$ cat src/rtl/frog_game_ctrl_pkg.sv
// rtl/frog_game_ctrl_pkg.sv - shared state encodings and screen geometry for the frog game controller
package frog_game_ctrl_pkg;

  typedef enum logic [2:0] {
    ST_IDLE = 3'd0,
    ST_PLAY = 3'd1,
    ST_HIT  = 3'd2,
    ST_WIN  = 3'd3,
    ST_OVER = 3'd4
  } state_t;

  typedef enum logic [1:0] {
    DIR_UP    = 2'd0,
    DIR_DOWN  = 2'd1,
    DIR_LEFT  = 2'd2,
    DIR_RIGHT = 2'd3
  } dir_t;

  localparam logic [9:0] DEF_START_X = 10'd304;
  localparam logic [9:0] DEF_START_Y = 10'd448;
  localparam logic [9:0] DEF_STEP    = 10'd32;
  localparam logic [9:0] DEF_MAX_X   = 10'd608;

  // Priority encoder for simultaneous presses: up > down > left > right.
  function automatic dir_t pick_dir(input logic up, input logic down, input logic left);
    if (up)        return DIR_UP;
    else if (down) return DIR_DOWN;
    else if (left) return DIR_LEFT;
    else           return DIR_RIGHT;
  endfunction

endpackage

$ cat src/rtl/frog_game_ctrl_if.sv
// rtl/frog_game_ctrl_if.sv - button/collision inputs and game-state outputs of the frog game controller
interface frog_game_ctrl_if;
  import frog_game_ctrl_pkg::*;

  logic       frame_tick;
  logic       btn_up;
  logic       btn_down;
  logic       btn_left;
  logic       btn_right;
  logic       btn_start;
  logic       collision;
  logic [9:0] player_x;
  logic [9:0] player_y;
  logic [1:0] lives;
  logic [2:0] level;
  logic [7:0] score;
  logic [3:0] car_speed;
  logic       freeze;
  logic [2:0] state;

  modport master (
    output frame_tick, btn_up, btn_down, btn_left, btn_right, btn_start, collision,
    input  player_x, player_y, lives, level, score, car_speed, freeze, state
  );

  modport slave (
    input  frame_tick, btn_up, btn_down, btn_left, btn_right, btn_start, collision,
    output player_x, player_y, lives, level, score, car_speed, freeze, state
  );

endinterface

$ cat src/rtl/frog_game_ctrl.sv
// rtl/frog_game_ctrl.sv - per-frame game state machine: player movement, lives, level, score, car speed
module frog_game_ctrl
  import frog_game_ctrl_pkg::*;
#(
  parameter logic [9:0] START_X      = DEF_START_X,
  parameter logic [9:0] START_Y      = DEF_START_Y,
  parameter logic [9:0] STEP         = DEF_STEP,
  parameter logic [9:0] MAX_X        = DEF_MAX_X,
  parameter int         LIVES        = 3,
  parameter int         PAUSE_FRAMES = 60,
  parameter int         MAX_LEVEL    = 7
) (
  input  logic             CLK,
  input  logic             RST,
  frog_game_ctrl_if.slave  bus
);

  localparam logic [1:0] LIVES_INIT = 2'(LIVES);
  localparam logic [5:0] PAUSE_LOAD = 6'(PAUSE_FRAMES - 1);
  localparam logic [2:0] LEVEL_MAX  = 3'(MAX_LEVEL);

  state_t     state_q;
  logic [9:0] player_x;
  logic [9:0] player_y;
  logic [1:0] lives;
  logic [2:0] level;
  logic [7:0] score;
  logic [3:0] car_speed;
  logic       freeze;
  logic       pend_valid;
  dir_t       pend_dir;
  logic       hit_sticky;
  logic [5:0] pause_cnt;

  logic       press_any;
  dir_t       press_dir;
  logic       move_valid;
  dir_t       move_dir;
  logic       hit_now;
  logic [9:0] next_x;
  logic [9:0] next_y;
  logic [2:0] level_next;
  logic [7:0] score_next;

  // A press or collision in the tick cycle itself counts toward that tick.
  always_comb begin
    press_any  = bus.btn_up | bus.btn_down | bus.btn_left | bus.btn_right;
    press_dir  = pick_dir(bus.btn_up, bus.btn_down, bus.btn_left);
    move_valid = pend_valid | press_any;
    move_dir   = pend_valid ? pend_dir : press_dir;
    hit_now    = hit_sticky | bus.collision;
  end

  always_comb begin
    next_x = player_x;
    next_y = player_y;
    if (move_valid) begin
      case (move_dir)
        DIR_UP:    if (player_y >= STEP) next_y = player_y - STEP;
        DIR_DOWN:  if (player_y != START_Y) next_y = player_y + STEP;
        DIR_LEFT:  if (player_x >= STEP) next_x = player_x - STEP;
        DIR_RIGHT: if ({1'b0, player_x} + {1'b0, STEP} <= {1'b0, MAX_X}) next_x = player_x + STEP;
        default:   ;
      endcase
    end
  end

  always_comb begin
    level_next = (level >= LEVEL_MAX) ? level : level + 3'd1;
    score_next = (score == 8'hFF) ? score : score + 8'd1;
  end

  always_ff @(posedge CLK) begin
    if (RST) begin
      state_q    <= ST_IDLE;
      player_x   <= START_X;
      player_y   <= START_Y;
      lives      <= LIVES_INIT;
      level      <= 3'd0;
      score      <= 8'd0;
      car_speed  <= 4'd1;
      freeze     <= 1'b1;
      pend_valid <= 1'b0;
      pend_dir   <= DIR_UP;
      hit_sticky <= 1'b0;
      pause_cnt  <= 6'd0;
    end else begin
      case (state_q)
        ST_IDLE: begin
          if (bus.btn_start) begin
            state_q <= ST_PLAY;
            freeze  <= 1'b0;
          end
        end

        ST_PLAY: begin
          if (bus.frame_tick) begin
            pend_valid <= 1'b0;
            hit_sticky <= 1'b0;
            if (hit_now) begin
              lives     <= lives - 2'd1;
              state_q   <= ST_HIT;
              freeze    <= 1'b1;
              pause_cnt <= PAUSE_LOAD;
            end else begin
              player_x <= next_x;
              player_y <= next_y;
              if (next_y == 10'd0) begin
                state_q   <= ST_WIN;
                freeze    <= 1'b1;
                pause_cnt <= PAUSE_LOAD;
              end
            end
          end else begin
            if (!pend_valid && press_any) begin
              pend_valid <= 1'b1;
              pend_dir   <= press_dir;
            end
            if (bus.collision) hit_sticky <= 1'b1;
          end
        end

        ST_HIT: begin
          if (bus.frame_tick) begin
            if (pause_cnt != 6'd0) begin
              pause_cnt <= pause_cnt - 6'd1;
            end else if (lives == 2'd0) begin
              state_q <= ST_OVER;
            end else begin
              player_x <= START_X;
              player_y <= START_Y;
              state_q  <= ST_PLAY;
              freeze   <= 1'b0;
            end
          end
        end

        ST_WIN: begin
          if (bus.frame_tick) begin
            if (pause_cnt != 6'd0) begin
              pause_cnt <= pause_cnt - 6'd1;
            end else begin
              level     <= level_next;
              car_speed <= {1'b0, level_next} + 4'd1;
              score     <= score_next;
              player_x  <= START_X;
              player_y  <= START_Y;
              state_q   <= ST_PLAY;
              freeze    <= 1'b0;
            end
          end
        end

        ST_OVER: begin
          if (bus.btn_start) begin
            state_q    <= ST_IDLE;
            player_x   <= START_X;
            player_y   <= START_Y;
            lives      <= LIVES_INIT;
            level      <= 3'd0;
            score      <= 8'd0;
            car_speed  <= 4'd1;
            freeze     <= 1'b1;
            pend_valid <= 1'b0;
            hit_sticky <= 1'b0;
            pause_cnt  <= 6'd0;
          end
        end

        default: begin
          state_q <= ST_IDLE;
          freeze  <= 1'b1;
        end
      endcase
    end
  end

  assign bus.player_x  = player_x;
  assign bus.player_y  = player_y;
  assign bus.lives     = lives;
  assign bus.level     = level;
  assign bus.score     = score;
  assign bus.car_speed = car_speed;
  assign bus.freeze    = freeze;
  assign bus.state     = state_q;

endmodule

$ cat src/flat_wrapper.sv
// flat-port wrapper written by rule: the top's interface ports become plain ports
module frog_game_ctrl_flat import frog_game_ctrl_pkg::*;
#(
  parameter logic [9:0] START_X      = DEF_START_X,
  parameter logic [9:0] START_Y      = DEF_START_Y,
  parameter logic [9:0] STEP         = DEF_STEP,
  parameter logic [9:0] MAX_X        = DEF_MAX_X,
  parameter int         LIVES        = 3,
  parameter int         PAUSE_FRAMES = 60,
  parameter int         MAX_LEVEL    = 7
)
  (CLK, RST, bus_frame_tick, bus_btn_up, bus_btn_down, bus_btn_left, bus_btn_right, bus_btn_start, bus_collision, bus_player_x, bus_player_y, bus_lives, bus_level, bus_score, bus_car_speed, bus_freeze, bus_state);
  frog_game_ctrl_if bus_i ();
  input  logic CLK;
  input  logic RST;
  input wire logic [$bits(bus_i.frame_tick)-1:0] bus_frame_tick;
  input wire logic [$bits(bus_i.btn_up)-1:0] bus_btn_up;
  input wire logic [$bits(bus_i.btn_down)-1:0] bus_btn_down;
  input wire logic [$bits(bus_i.btn_left)-1:0] bus_btn_left;
  input wire logic [$bits(bus_i.btn_right)-1:0] bus_btn_right;
  input wire logic [$bits(bus_i.btn_start)-1:0] bus_btn_start;
  input wire logic [$bits(bus_i.collision)-1:0] bus_collision;
  output wire logic [$bits(bus_i.player_x)-1:0] bus_player_x;
  output wire logic [$bits(bus_i.player_y)-1:0] bus_player_y;
  output wire logic [$bits(bus_i.lives)-1:0] bus_lives;
  output wire logic [$bits(bus_i.level)-1:0] bus_level;
  output wire logic [$bits(bus_i.score)-1:0] bus_score;
  output wire logic [$bits(bus_i.car_speed)-1:0] bus_car_speed;
  output wire logic [$bits(bus_i.freeze)-1:0] bus_freeze;
  output wire logic [$bits(bus_i.state)-1:0] bus_state;
  assign bus_i.frame_tick = bus_frame_tick;
  assign bus_i.btn_up = bus_btn_up;
  assign bus_i.btn_down = bus_btn_down;
  assign bus_i.btn_left = bus_btn_left;
  assign bus_i.btn_right = bus_btn_right;
  assign bus_i.btn_start = bus_btn_start;
  assign bus_i.collision = bus_collision;
  assign bus_player_x = bus_i.player_x;
  assign bus_player_y = bus_i.player_y;
  assign bus_lives = bus_i.lives;
  assign bus_level = bus_i.level;
  assign bus_score = bus_i.score;
  assign bus_car_speed = bus_i.car_speed;
  assign bus_freeze = bus_i.freeze;
  assign bus_state = bus_i.state;
  frog_game_ctrl #(.START_X(START_X), .START_Y(START_Y), .STEP(STEP), .MAX_X(MAX_X), .LIVES(LIVES), .PAUSE_FRAMES(PAUSE_FRAMES), .MAX_LEVEL(MAX_LEVEL)) u_core (.CLK(CLK), .RST(RST), .bus(bus_i));
endmodule
$ cat config.mk
export PLATFORM = sky130hd
export DESIGN_NAME = frog_game_ctrl_flat
export DESIGN_NICKNAME = d
export VERILOG_FILES = /design/src/rtl/frog_game_ctrl_pkg.sv /design/src/rtl/frog_game_ctrl_if.sv /design/src/rtl/frog_game_ctrl.sv /design/src/flat_wrapper.sv
export SDC_FILE = /design/constraint.sdc
export NUM_CORES = 1
export LEC_CHECK = 0
export CORE_MARGIN = 10
export CORE_UTILIZATION = 57
export CTS_BUF_LIST = sky130_fd_sc_hd__clkbuf_16
export CTS_CLUSTER_DIAMETER = 200
export DETAILED_ROUTE_END_ITERATION = 8
export GPL_TIMING_DRIVEN = 1
export PLACE_DENSITY = 0.85
export SYNTH_ARGS = -nofsm -noshare
export SYNTH_HDL_FRONTEND = slang
export SYNTH_SLANG_ARGS = --single-unit
$ cat constraint.sdc
create_clock -name CLK -period 4.2 [get_ports CLK]
set_input_delay 0.84 -clock CLK [delete_from_list [all_inputs] [get_ports CLK]]
set_output_delay 0.84 -clock CLK [all_outputs]
set_load 0.01 [all_outputs]
==> run metrics <==
fin crit period=3.42 ns; Slew HR=42.4%; WP buf/inv=1; met3 Use GR=4.74%; Clock Skews=0.00442 ns; gate count of the mapped netlist=350; # rows=25; Post-Synth Simple-Gate Area=25.6%; Mapped Area=2820 um^2; worst hold path type=reg -> reg; via count=2770; Skew-Pair Late Insertion Delay=0.29 ns; Sw Share=40.1%; Placed Cells=443; Power Density=470 nW/um^2; LEAKAGE=0.00137 uW; die width=90.3 um; initial detailed-routing violation count=234; clk buf depth=2; slowest CP cell=or4b_1; syn avg cell area=8.05 um^2; critical-path cell list=clkdlybuf4s50_1, or3b_2, nand2_1, a221o_1, a211o_1, or4b_1, a21o_1, mux2_4; pin count of the biggest net entering global routing=24; CP Launch Type=input pin; GRT busiest layer=met2; ANT nets after route=0; Yosys top cell by area=dfxtp_1; post-DR vias/cell=6.14; largest family of logic cells by synthesized area=simple AND/OR/NAND/NOR gates; Clk pin slew, worst setup/hold paths=0.06 ns; Max Fclk=292 MHz; Hold WS=0.483 ns; TNS Setup=0 ns; final slew viol count=0; CP arrival=3.60 ns; Worst R2R Start=u_core.bus.player_y[5]; top cell type's share of synthesized area=29.8%; Post-CTS Setup Repair Bufs=0; Post-synth EDFFs=0; most common cell after layout, fill and taps aside=nor2_1; Fin. Hold Viols=0; Gate power share=41.1%; TritonCTS Buffers=5; Wirelength per Cell=16.6 um; first-pass iteration count of the detailed router=5; clk sinks=42; Hold Startpoint=u_core.bus.freeze; vias in the first global route=2647; Overflow after GRT=0; mux share of post-synthesis cell area=5.28%; Critical Path Start=bus_btn_up; CTS tree=yes; Ant. Diodes=0; global routing usage on met2=30.3%; WHS Endpoint=u_core.bus.freeze; synthesized flop and latch total=42; Final period util=81.5%; Crit Path Category=in -> reg; H-tree depth=2; area grow syn2layout=19.0%; first-pass GRT wire length=12.4 mm; GR Util met1=20.0%; I/O pin count=50; Synth Area in Adders=6.21%; Worst Max-Slew Pin Slew=0.856 ns; CP required=4.37 ns; Seq pwr share=34.9%; Die ar.=8160 um^2; Port Buffers=40; Synth async-reset ratio=0%; Initial Util=59.3%; Clk network pwr share=23.9%; fin nets=406; switching power=632 uW; worst hold path cell count=1; core area=4750 um^2; status=completed; fill count=394; Clock Tree Root=clkbuf_16; Peak VDD IR=0.000384 V; most frequent cells in the layout=nor2_1 (46), dfxtp_1 (42), clkdlybuf4s50_1 (40); post_cts resized=0; fin cells=451; maximum fanout along the worst path=9; Internal Power=945 uW; sequential cell area=841 um^2; xor/xnor cell area share of the yosys netlist=3.11%; multi-input logic area=1810 um^2; DRC violations left=0; Synth cell types=68; Primary FF master, synth=dfxtp_1; GRT Resource Usage Total=17.6%; worst reg2reg setup slack=1.11 ns; Max Cap Viol=0; final wirelength=7.47 mm; DP HPWL=5.52 mm; share of cells above drive strength 1=4.95%; Setup crit end kind=flip-flop; compound-cell area share of the yosys netlist=22.8%; RSZ-0062 raised after global routing=no; R2R Path End=u_core.pause_cnt[1]; Top delay family on crit path=simple AND/OR/NAND/NOR gates; Final setup viols=0; post-synthesis sequential area ratio=29.8%; Post-CTS Hold Fix Bufs=0; slowest stage delay, CP=0.67 ns; ranking of synthesized cells by area=dfxtp_1 (30%), ha_1 (6.2%), nor2_1 (6.1%), nand2_1 (4.0%), mux2i_1 (3.6%); initial antenna violation count=0; Placer Congestion=0.991; Die Y=90.3 um; Synth Warn #=0; reg2reg path depth=8
[cell families (layout without fill, tap and decap cells)]
kind of cell	Yosys count	count (layout)
buffers and inverters	40	66
muxes	14	14
and+or+nand+nor	143	143
xor gates and xnor gates	10	10
other	1	9
adders and majority gates	14	14
AOI/OAI and AO/OA	86	86
DFF	42	42
[cell type report]
| class | count | share of cell area (%) |
|---|---|---|
| clock buffer | 5 | 3.73 |
| clock inverter | 3 | 0.634 |
| inverter | 16 | 1.79 |
| multi-input combinational | 276 | 53.9 |
| sequential | 42 | 25.1 |
| tap | 67 | 2.50 |
| timing repair buffer | 42 | 12.4 |
[cells in the mapped netlist, types with 6 or more instances]
library cell,number
mux2i_1,10
nand4_1,6
nor2_1,46
buf_4,10
xnor2_1,6
inv_1,15
clkbuf_1,10
a21oi_1,14
nand2_1,30
dfxtp_1,42
a211oi_1,8
o21ai_0,11
nor3_1,7
nand3_1,10
ha_1,14
[layer usage]
| metal | vias to the layer above | routed length, um |
|---|---|---|
| li1 | 1329 | - |
| met1 | 1291 | 3130 |
| met2 | 131 | 3550 |
| met3 | 19 | 614 |
| met4 | 0 | 178 |
| met5 | - | 0 |
[flip-flops by register name, summed over array words and instances (netlist names)]
register / flops
u_core.bus.score: 8
u_core.bus.player_x: 6
u_core.pause_cnt: 6
u_core.bus.player_y: 5
u_core.bus.car_speed: 4
u_core.bus.level: 3
u_core.bus.state: 3
u_core.bus.lives: 2
u_core.pend_dir: 2
u_core.bus.freeze: 1
u_core.hit_sticky: 1
u_core.pend_valid: 1
[power groups by stage]
| stage | sequential [uW] | clock, uW | combinational [uW] |
|---|---|---|---|
| after floorplan | 525 | 0 | 476 |
| after global placement | 554 | 0 | 620 |
| after detailed placement | 554 | 0 | 633 |
| after CTS | 547 | 382 | 639 |
| after global routing | 561 | 397 | 712 |
| final | 551 | 377 | 649 |
[metrics by stage]
| step | setup WS (ns) | power, uW | instance area (um^2) | utilization [%] |
|---|---|---|---|---|
| 2_1_floorplan | 1.16 | 1000 | 2850 | - |
| 3_3_place_gp | 0.597 | 1170 | 3210 | 67.5 |
| 3_5_place_dp | 0.544 | 1190 | 3210 | 67.5 |
| 4_1_cts | 0.836 | 1570 | 3360 | 70.6 |
| 5_1_grt | 0.450 | 1670 | 3360 | 70.6 |
| 6_report | 0.778 | 1580 | 3360 | 70.6 |
[worst max path at each step]
stage | end | slack (ns) | cells past startpoint
floorplan | u_core.pause_cnt[1] | 1.16 | 9
global placement | u_core.pause_cnt[1] | 0.60 | 8
detailed placement | u_core.pause_cnt[1] | 0.54 | 8
CTS | u_core.pause_cnt[1] | 0.84 | 8
global route | u_core.bus.player_x[9] | 0.45 | 8
finish | u_core.pause_cnt[1] | 0.78 | 8
(Power assumes the default switching activity.)
